File: src/rtl/regfile_wb_arbiter.sv
// Write-port arbiter for the register file: pipeline writeback (port 0) vs.
// long-latency writeback (port 1), plus a busy scoreboard for port-1 destinations.
module regfile_wb_arbiter #(
  parameter int DATA_WIDTH   = 32,
  parameter int ADDR_WIDTH   = 5,
  parameter int STARVE_LIMIT = 4
) (
  input  logic                  clk,
  input  logic                  rst,
  input  logic                  p0_valid,
  input  logic [ADDR_WIDTH-1:0] p0_addr,
  input  logic [DATA_WIDTH-1:0] p0_data,
  output logic                  p0_ready,
  input  logic                  p1_valid,
  input  logic [ADDR_WIDTH-1:0] p1_addr,
  input  logic [DATA_WIDTH-1:0] p1_data,
  output logic                  p1_ready,
  input  logic                  rsv_en,
  input  logic [ADDR_WIDTH-1:0] rsv_addr,
  output logic                  rsv_ok,
  input  logic [ADDR_WIDTH-1:0] rd_addr_1,
  input  logic [ADDR_WIDTH-1:0] rd_addr_2,
  output logic                  busy_1,
  output logic                  busy_2,
  output logic                  wr_en,
  output logic [ADDR_WIDTH-1:0] wr_addr,
  output logic [DATA_WIDTH-1:0] wr_data
);

  localparam int NREG = 1 << ADDR_WIDTH;
  localparam int CW   = $clog2(STARVE_LIMIT + 1);
  localparam logic [CW-1:0] LIMIT = CW'(STARVE_LIMIT);

  logic [CW-1:0]         wait_cnt_q, wait_cnt_d;
  logic [NREG-1:0]       busy_q, busy_d;
  logic                  wr_en_q, wr_en_d;
  logic [ADDR_WIDTH-1:0] wr_addr_q, wr_addr_d;
  logic [DATA_WIDTH-1:0] wr_data_q, wr_data_d;
  logic                  force_p1;
  logic                  p0_fire, p1_fire;

  // Handshake: a port transfers in a cycle iff its valid and ready are both 1
  // at the rising edge; ready depends only on registered state and p0_valid.
  assign force_p1 = (wait_cnt_q >= LIMIT);
  assign p0_ready = !force_p1;
  assign p1_ready = force_p1 || !p0_valid;
  assign p0_fire  = p0_valid && p0_ready;
  assign p1_fire  = p1_valid && p1_ready;

  assign rsv_ok  = !busy_q[rsv_addr];
  assign busy_1  = busy_q[rd_addr_1];
  assign busy_2  = busy_q[rd_addr_2];
  assign wr_en   = wr_en_q;
  assign wr_addr = wr_addr_q;
  assign wr_data = wr_data_q;

  always_comb begin
    wait_cnt_d = '0;
    wr_en_d    = 1'b0;
    wr_addr_d  = wr_addr_q;
    wr_data_d  = wr_data_q;
    busy_d     = busy_q;

    if (p1_valid && !p1_ready) begin
      wait_cnt_d = force_p1 ? LIMIT : wait_cnt_q + 1'b1;
    end

    // Writes to r0 complete the handshake but never reach the regfile.
    if (p1_fire) begin
      if (p1_addr != '0) begin
        wr_en_d   = 1'b1;
        wr_addr_d = p1_addr;
        wr_data_d = p1_data;
      end
    end else if (p0_fire) begin
      if (p0_addr != '0) begin
        wr_en_d   = 1'b1;
        wr_addr_d = p0_addr;
        wr_data_d = p0_data;
      end
    end

    // Clear before set so a same-cycle reservation of the same register wins.
    if (p1_fire) begin
      busy_d[p1_addr] = 1'b0;
    end
    if (rsv_en && (rsv_addr != '0)) begin
      busy_d[rsv_addr] = 1'b1;
    end
    busy_d[0] = 1'b0;
  end

  always_ff @(posedge clk) begin
    if (rst) begin
      wait_cnt_q <= '0;
      busy_q     <= '0;
      wr_en_q    <= 1'b0;
      wr_addr_q  <= '0;
      wr_data_q  <= '0;
    end else begin
      wait_cnt_q <= wait_cnt_d;
      busy_q     <= busy_d;
      wr_en_q    <= wr_en_d;
      wr_addr_q  <= wr_addr_d;
      wr_data_q  <= wr_data_d;
    end
  end

endmodule
File: config.mk
export PLATFORM = sky130hd
export DESIGN_NAME = regfile_wb_arbiter
export DESIGN_NICKNAME = d
export VERILOG_FILES = /design/src/rtl/regfile_wb_arbiter.sv
export SDC_FILE = /design/constraint.sdc
export NUM_CORES = 1
export LEC_CHECK = 0
export ABC_CLOCK_PERIOD_IN_PS = 3900
export BUFFER_PORTS_ARGS = -buffer_cell sky130_fd_sc_hd__buf_2
export CORE_ASPECT_RATIO = 1.75
export CORE_MARGIN = 2
export CORE_UTILIZATION = 45
export CTS_CLUSTER_SIZE = 10
export DETAILED_ROUTE_END_ITERATION = 10
export PLACE_DENSITY = 0.72
export SYNTH_ARGS = -nofsm -noshare
export SYNTH_HDL_FRONTEND = slang
export SYNTH_SLANG_ARGS = --single-unit
File: constraint.sdc
create_clock -name clk -period 3.9 [get_ports clk]
set_clock_uncertainty 0.2 [all_clocks]
set_input_delay 1.17 -clock clk [delete_from_list [all_inputs] [get_ports clk]]
set_output_delay 1.17 -clock clk [all_outputs]
set_load 0.1 [all_outputs]
==> qor.csv, run 1 <==
stage,metric,value,unit
route,drc,0,
critical_path,worstSetupPathType,input pin to output pin,
timing,finalSetupViolCount,1,
synth,synth_cell_types,39,
timing,drv_slew,0,
route,num_vias,4534,
synth,ys_warn_count,0,
power,power_density,411,nW/um^2
route,dr_wl_met3,791,um
critical_path,crit_path_end_kind,output pin,
critical_path,worstPathCellList,buf_12 -> buf_12 -> mux2_4 -> o211ai_1 -> a211oi_2 -> nor4_4 -> buf_12,
power,clkPwrFrac,36.0,%
synth,synth_edf_count,0,
place,place_hpwl,9870,um
timing,worst_pin_slew,721,ps
route,highest_layer,met4,
global_routing,grt_antenna_before_repair,0,
cells_and_area,drive_gt1_share,35.2,%
route,drt-initial-drc-count,305,
place,io_buffers,136,
route,routed_wl,13500,um
power,ir_worst_vdd,0.292,mV
die,design.core.area,9040,sq um
critical_path,timing.rr.start,wait_cnt_q[2],
critical_path,cpMostUsedCell,buf_12,
timing,hold_ws,321,ps
critical_path,critPathTopFamily,buffers and inverters,
die,die-area,10100,sq um
power,p_seq_share,35.4,%
cells_and_area,layout_commonest_cell,buf_2,
timing,final.setup.worst_slack,-8.74,ps
synth,synth.net_count,608,
cells_and_area,final_cell_mix,"buf_2 (130), nand2_1 (76), dfxtp_1 (72)",
critical_path,cp-start-kind,input pin,
route,ant_nets,0,
critical_path,worst-path-max-fanout,9,
synth,async_reset_ff_share,0,%
clocking,cts-htree-levels,3,
synth,synthesis.area,4170,sq um
hold_path,min_path_type,flop to flop,
route,wl_met1,5000,um
hold_path,hp-start,busy_q[17],
die,die-width,76.7,um
run_status,status,finished with violations,
synth,synth_seq_cells,72,
critical_path,arrival,2540,ps
die,start_util,46.1,%
timing,min_period,3910,ps
synth,synth-main-ff-cell,dfxtp_1,
job,drv_cap,0,
power,power_leakage,2.22,nW
timing,slew_headroom,51.8,%
timing,fmax,256,MHz
power,p_int,1.46,mW
die,ios,137,
global_routing,grt-ovfl-total,0,
critical_path,max_stage_delay,320,ps
critical_path,startpoint,rsv_addr[1],
critical_path,crit_slowest_cell,nor4_4,
die,rows,46,
route,wl_met2,7370,um
power,power.switching,0.792,mW
power,design_power_total,2.25,mW
critical_path,critPathRequiredTime,2530,ps
cells_and_area,area_growth,31.5,%
global_routing,grt_pass1_wl,21700,um
power,p_comb_share,28.6,%
timing,post-route-period-util,100,%
die,die_h,131,um
global_routing,grt_pass1_vias,4562,
cells_and_area,final_nets,725,
synth,synth_cells,512,
route,wl_per_cell,17.9,um
cells_and_area,diodes,0,
clocking,clock_latency,320,ps
clocking,root_buffer,clkbuf_16,
synth,syn_avg_cell_area,8.14,sq um
clocking,cts_buffers,9,
timing,hold_violations,0,
route,dr.pass1.iters,5,
power,switching_share,35.2,%
clocking,cts_sinks,72,
run_status,violations,negative setup slack,
global_routing,grt_max_degree,38,
route,via_per_inst,6.01,
clocking,clockBufferDepth,2,
place,gp_congestion,0.876,
critical_path,path_buf_inv,3,
clocking,cts_tree,built,
timing,rsz0062_at_grt,yes,
synth,yosysSeqAreaShare,34.6,%
global_routing,track_usage,26.5,%
clocking,path_clk_slew,50,ps
[state kept, by name, indices dropped and copies added (netlist names)]
signal	count
wr_data	32
wr_addr	5
wait_cnt_q	3
wr_en	1
busy_q	31
[per-layer routing]
metal	track usage (%)	vias up
li1	-	2113
met1	28.4	2165
met2	49.4	219
met3	5.01	37
met4	11.2	0
met5	0	-
[power groups by stage]
stage          combinational (mW)  sequential, mW  clock [mW]
2_1_floorplan               0.240            1.06           0
6_report                    0.645           0.798       0.810
3_5_place_dp                0.623           0.813           0
4_1_cts                     0.639           0.797       0.826
5_1_grt                     0.676           0.802       0.852
3_3_place_gp                0.615           0.811           0
[path summary, 6_finish.rpt]
| kind | to | slack (ps) | cells past startpoint |
|---|---|---|---|
| setup reg to reg | wr_data[2] | 1620 | 6 |
| hold reg to reg | busy_q[17] | 320 | 2 |
| setup / recovery | rsv_ok | -9 | 7 |
| hold / removal | busy_q[17] | 320 | 2 |
[cell usage after synthesis, drive strengths merged, types with 2 or more instances]
library cell | number | area [sq um]
o22ai | 2 | 12.5
mux2 | 7 | 78.8
a21oi | 38 | 190
nor4 | 3 | 18.8
a211oi | 6 | 45.0
ha | 2 | 25.0
o21ai | 31 | 155
o2111ai | 2 | 17.5
o211ai | 3 | 22.5
clkbuf | 40 | 150
a311oi | 37 | 443
nor2 | 15 | 56.3
a2111oi | 2 | 17.5
buf | 10 | 65.1
nand2 | 76 | 285
inv | 6 | 22.5
mux4 | 7 | 158
nand4b | 2 | 17.5
and2 | 4 | 25.0
mux2i | 20 | 200
nand4 | 3 | 18.8
nor3 | 40 | 200
dfxtp | 72 | 1440
nand3 | 46 | 230
nor2b | 11 | 68.8
nand3b | 3 | 22.5
nand2b | 12 | 75.1
a22oi | 4 | 30.0
[worst reg2reg max path, stage by stage (launching register included)]
cell	delay (ps)
dfxtp_1	310
nand2b_2	310
buf_4	290
nand2_1	260
buf_4	370
nand2_1	160
a311oi_2	280
[cells by family after synthesis]
kind of cell | count (synthesis) | synth area share, %
and+or+nand+nor | 220 | 25.5
AOI/OAI and AO/OA | 128 | 23.1
DFF | 72 | 34.6
buffers and inverters | 56 | 5.71
muxes | 34 | 10.5
adders and majority gates | 2 | 0.601
[what timing repair did]
action                                  4_1_cts  5_1_grt
gates resized for setup                      19        9
gates cloned                                  1        0
hold buffers                                  0        0
pin swaps                                     4        3
endpoints found under the setup margin        1        3
setup buffers                                 1        0
[area by class of cell]
| cell class | count | area (sq um) |
|---|---|---|
| Clock buffer | 14 | 294 |
| Clock inverter | 2 | 10.0 |
| Sequential cell | 72 | 1440 |
| Fill cell | 812 | 3560 |
| Inverter | 6 | 22.5 |
| Timing Repair Buffer | 156 | 941 |
| Tap cell | 120 | 150 |
| Multi-Input combinational cell | 384 | 2620 |
[through the flow]
| step | setup WS (ps) | area [sq um] | std cells | util (%) | TNS (ps) |
|---|---|---|---|---|---|
| floorplan | -428 | 4310 | 512 | - | -1220 |
| global placement | -236 | 5010 | 736 | 55.5 | -236 |
| detailed placement | -244 | 5010 | 736 | 55.5 | -244 |
| CTS | -2.01 | 5450 | 754 | 60.3 | -2.01 |
| global route | -74.9 | 5480 | 754 | 60.6 | -74.9 |
| finish | -8.74 | 5480 | 754 | 60.6 | -8.74 |
Power figures use the tool's default switching activity.
==> run 2, diff against run 1 <==
CELL_PAD_IN_SITES_DETAIL_PLACEMENT = 0   (was unset)
CELL_PAD_IN_SITES_GLOBAL_PLACEMENT = 1   (was unset)
CORE_UTILIZATION = 37   (was 45)
PLACE_DENSITY = unset   (was 0.72)
PLACE_DENSITY_LB_ADDON = 0.1   (was unset)
SLEW_MARGIN = 20   (was unset)
==> run 2 against run 1 <==
- final area increased by 1.1%
- largest cell class unchanged
- critical path depth unchanged
- power increased by 3.8%
- sequential share of layout area decreased by 0.29 points
- via count decreased by 1.0%
- critical path type unchanged
- combinational power increased by 1%
- the run now ends clean
- hold slack got worse by 5.5 ps
==> qor.csv, run 2 (synthesis gave the netlist of run 1 again) <==
stage,metric,value,unit,change
timing,drv_slew,0,,unchanged
route,num_vias,4487,,-1.0%
route,ant_nets,0,,unchanged
global_routing,grt_pass1_wl,22900,um,+5.5%
die,start_util,37.7,%,-8.4 points
cells_and_area,final_cell_mix,"buf_2 (131), nand2_1 (76), dfxtp_1 (72)",,
clocking,root_buffer,clkbuf_16,,
power,power_leakage,2.23,nW,+0.52%
power,power_density,422,nW/um^2,+2.6%
critical_path,cpMostUsedCell,buf_12,,
clocking,cts_sinks,72,,unchanged
clocking,cts-htree-levels,3,,unchanged
die,die_h,144,um,+10%
critical_path,arrival,2530,ps,about the same
cells_and_area,diodes,0,,unchanged
power,switching_share,35.4,%,+0.22 points
critical_path,worstSetupPathType,input pin to output pin,,
critical_path,r2r_slack,1490,ps,-130 ps
power,clkPwrFrac,37.9,%,+1.9 points
cells_and_area,largest_register_ffs,32,,unchanged
die,design.core.area,11000,sq um,+22%
cells_and_area,fin_util,50.2,%,-10 points
die,ios,137,,unchanged
timing,min_period,3900,ps,-10.5 ps
clocking,path_clk_slew,60,ps,about the same
global_routing,grt-ovfl-total,0,,unchanged
power,power.switching,0.827,mW,+4.5%
critical_path,max_stage_delay,340,ps,+20 ps
power,p_int,1.51,mW,+3.4%
timing,worst_pin_slew,980,ps,+258 ps
clocking,cts_buffers,9,,unchanged
route,wl_per_cell,19.5,um,+8.7%
timing,hold_violations,0,,unchanged
power,p_seq_share,34.1,%,-1.3 points
critical_path,ff2ff_path_depth,4,,-2
clocking,clockBufferDepth,2,,unchanged
cells_and_area,drive_gt1_share,35.6,%,+0.41 points
place,placed_area,5070,sq um,+1.1%
hold_path,min_path_type,flop to flop,,
cells_and_area,area_growth,33.0,%,
job,drv_cap,0,,unchanged
timing,post-route-period-util,100,%,-0.27 points
route,routed_wl,15000,um,+11%
power,ir_worst_vdd,0.274,mV,-6.2%
run_status,status,finished clean,,
place,place_hpwl,10900,um,+11%
critical_path,crit_path_end_kind,output pin,,
global_routing,grt_max_degree,46,,+21%
global_routing,grt_pass1_vias,4395,,-3.7%
route,via_per_inst,5.83,,-3.1%
timing,rsz0062_at_grt,yes,,
hold_path,min_path_cells,2,,unchanged
global_routing,track_usage,24.3,%,-2.1 points
critical_path,worstPathCellList,buf_12 -> buf_16 -> mux2_4 -> o22ai_2 -> a211oi_2 -> nor4_4 -> buf_12,,
critical_path,crit_slowest_cell,nor4_4,,
route,drt-initial-drc-count,196,,-36%
power,p_comb_share,28.0,%,-0.6 points
timing,fmax,257,MHz,+0.27%
die,die-width,84.2,um,+9.7%
cells_and_area,layout_commonest_cell,buf_2,,
die,die-area,12200,sq um,+21%
cells_and_area,final_area,5540,sq um,+1.1%
critical_path,cp-start-kind,input pin,,
timing,slew_headroom,34.7,%,-17 points
clocking,clock_latency,330,ps,about the same
route,dr.pass1.iters,5,,unchanged
global_routing,grt_antenna_before_repair,0,,unchanged
place,pre_cts_ws,-140,ps,+103 ps
place,gp_congestion,0.869,,-0.75%
clocking,cts_tree,built,,
critical_path,critPathRequiredTime,2530,ps,about the same
timing,final.setup.tns,0,ps,+8.74 ps
die,rows,51,,+11%
power,design_power_total,2.34,mW,+3.8%
route,drc,0,,unchanged
critical_path,worst-path-max-fanout,5,,-4
cells_and_area,final_nets,729,,+0.55%
place,io_buffers,136,,unchanged
timing,final.setup.worst_slack,1.75,ps,+10.5 ps
timing,finalSetupViolCount,0,,-1
-- run 2: path summary, 6_finish.rpt --
check | from | end
setup / recovery | rsv_addr[1] | rsv_ok
hold / removal | wait_cnt_q[0] | wait_cnt_q[0]
setup reg to reg | wait_cnt_q[2] | wr_addr[4]
hold reg to reg | wait_cnt_q[0] | wait_cnt_q[0]
-- run 2: through the flow --
stage / hold slack [ps] / cells
CTS: 313 / 768
global placement: 289 / 751
global route: 337 / 770
finish: 316 / 770
detailed placement: 304 / 751
floorplan: 269 / 512
-- run 2: routing by layer --
metal  global-route usage (%)  vias up  wire, um
met2                     46.2      184      8290
li1                         -     2133         -
met1                     23.9     2129      5190
met3                     5.08       41       794
met4                     14.5        0       734
met5                        0        -         0
-- run 2: power by group through the flow --
stage,clock network [mW],registers (mW),logic (mW)
floorplan,0,1.06,0.240
global placement,0,0.812,0.632
detailed placement,0,0.813,0.635
CTS,0.904,0.797,0.648
global route,0.938,0.802,0.686
finish,0.886,0.798,0.654
-- run 2: worst max-delay path: cells and delay by family --
kind                   cells  cell delay, ps
buffers and inverters      3             460
AO/OA/AOI/OAI              2             250
AND/OR/NAND/NOR            1             340
multiplexers               1             290
-- run 2: area by class of cell --
class	instances	area (sq um)
clock buffer	10	229
clock inverter	6	92.6
fill	1100	5500
inverter	6	22.5
multi-input combinational	384	2620
sequential	72	1440
tap	132	165
timing repair buffer	160	971
-- run 2: timing repair --
action | in CTS | in global routing
hold buffers | 0 | 0
gates cloned | 1 | 0
endpoints found under the setup margin | 2 | 3
pin swaps | 8 | 5
resized for setup | 15 | 11
buffers inserted | 2 | 2
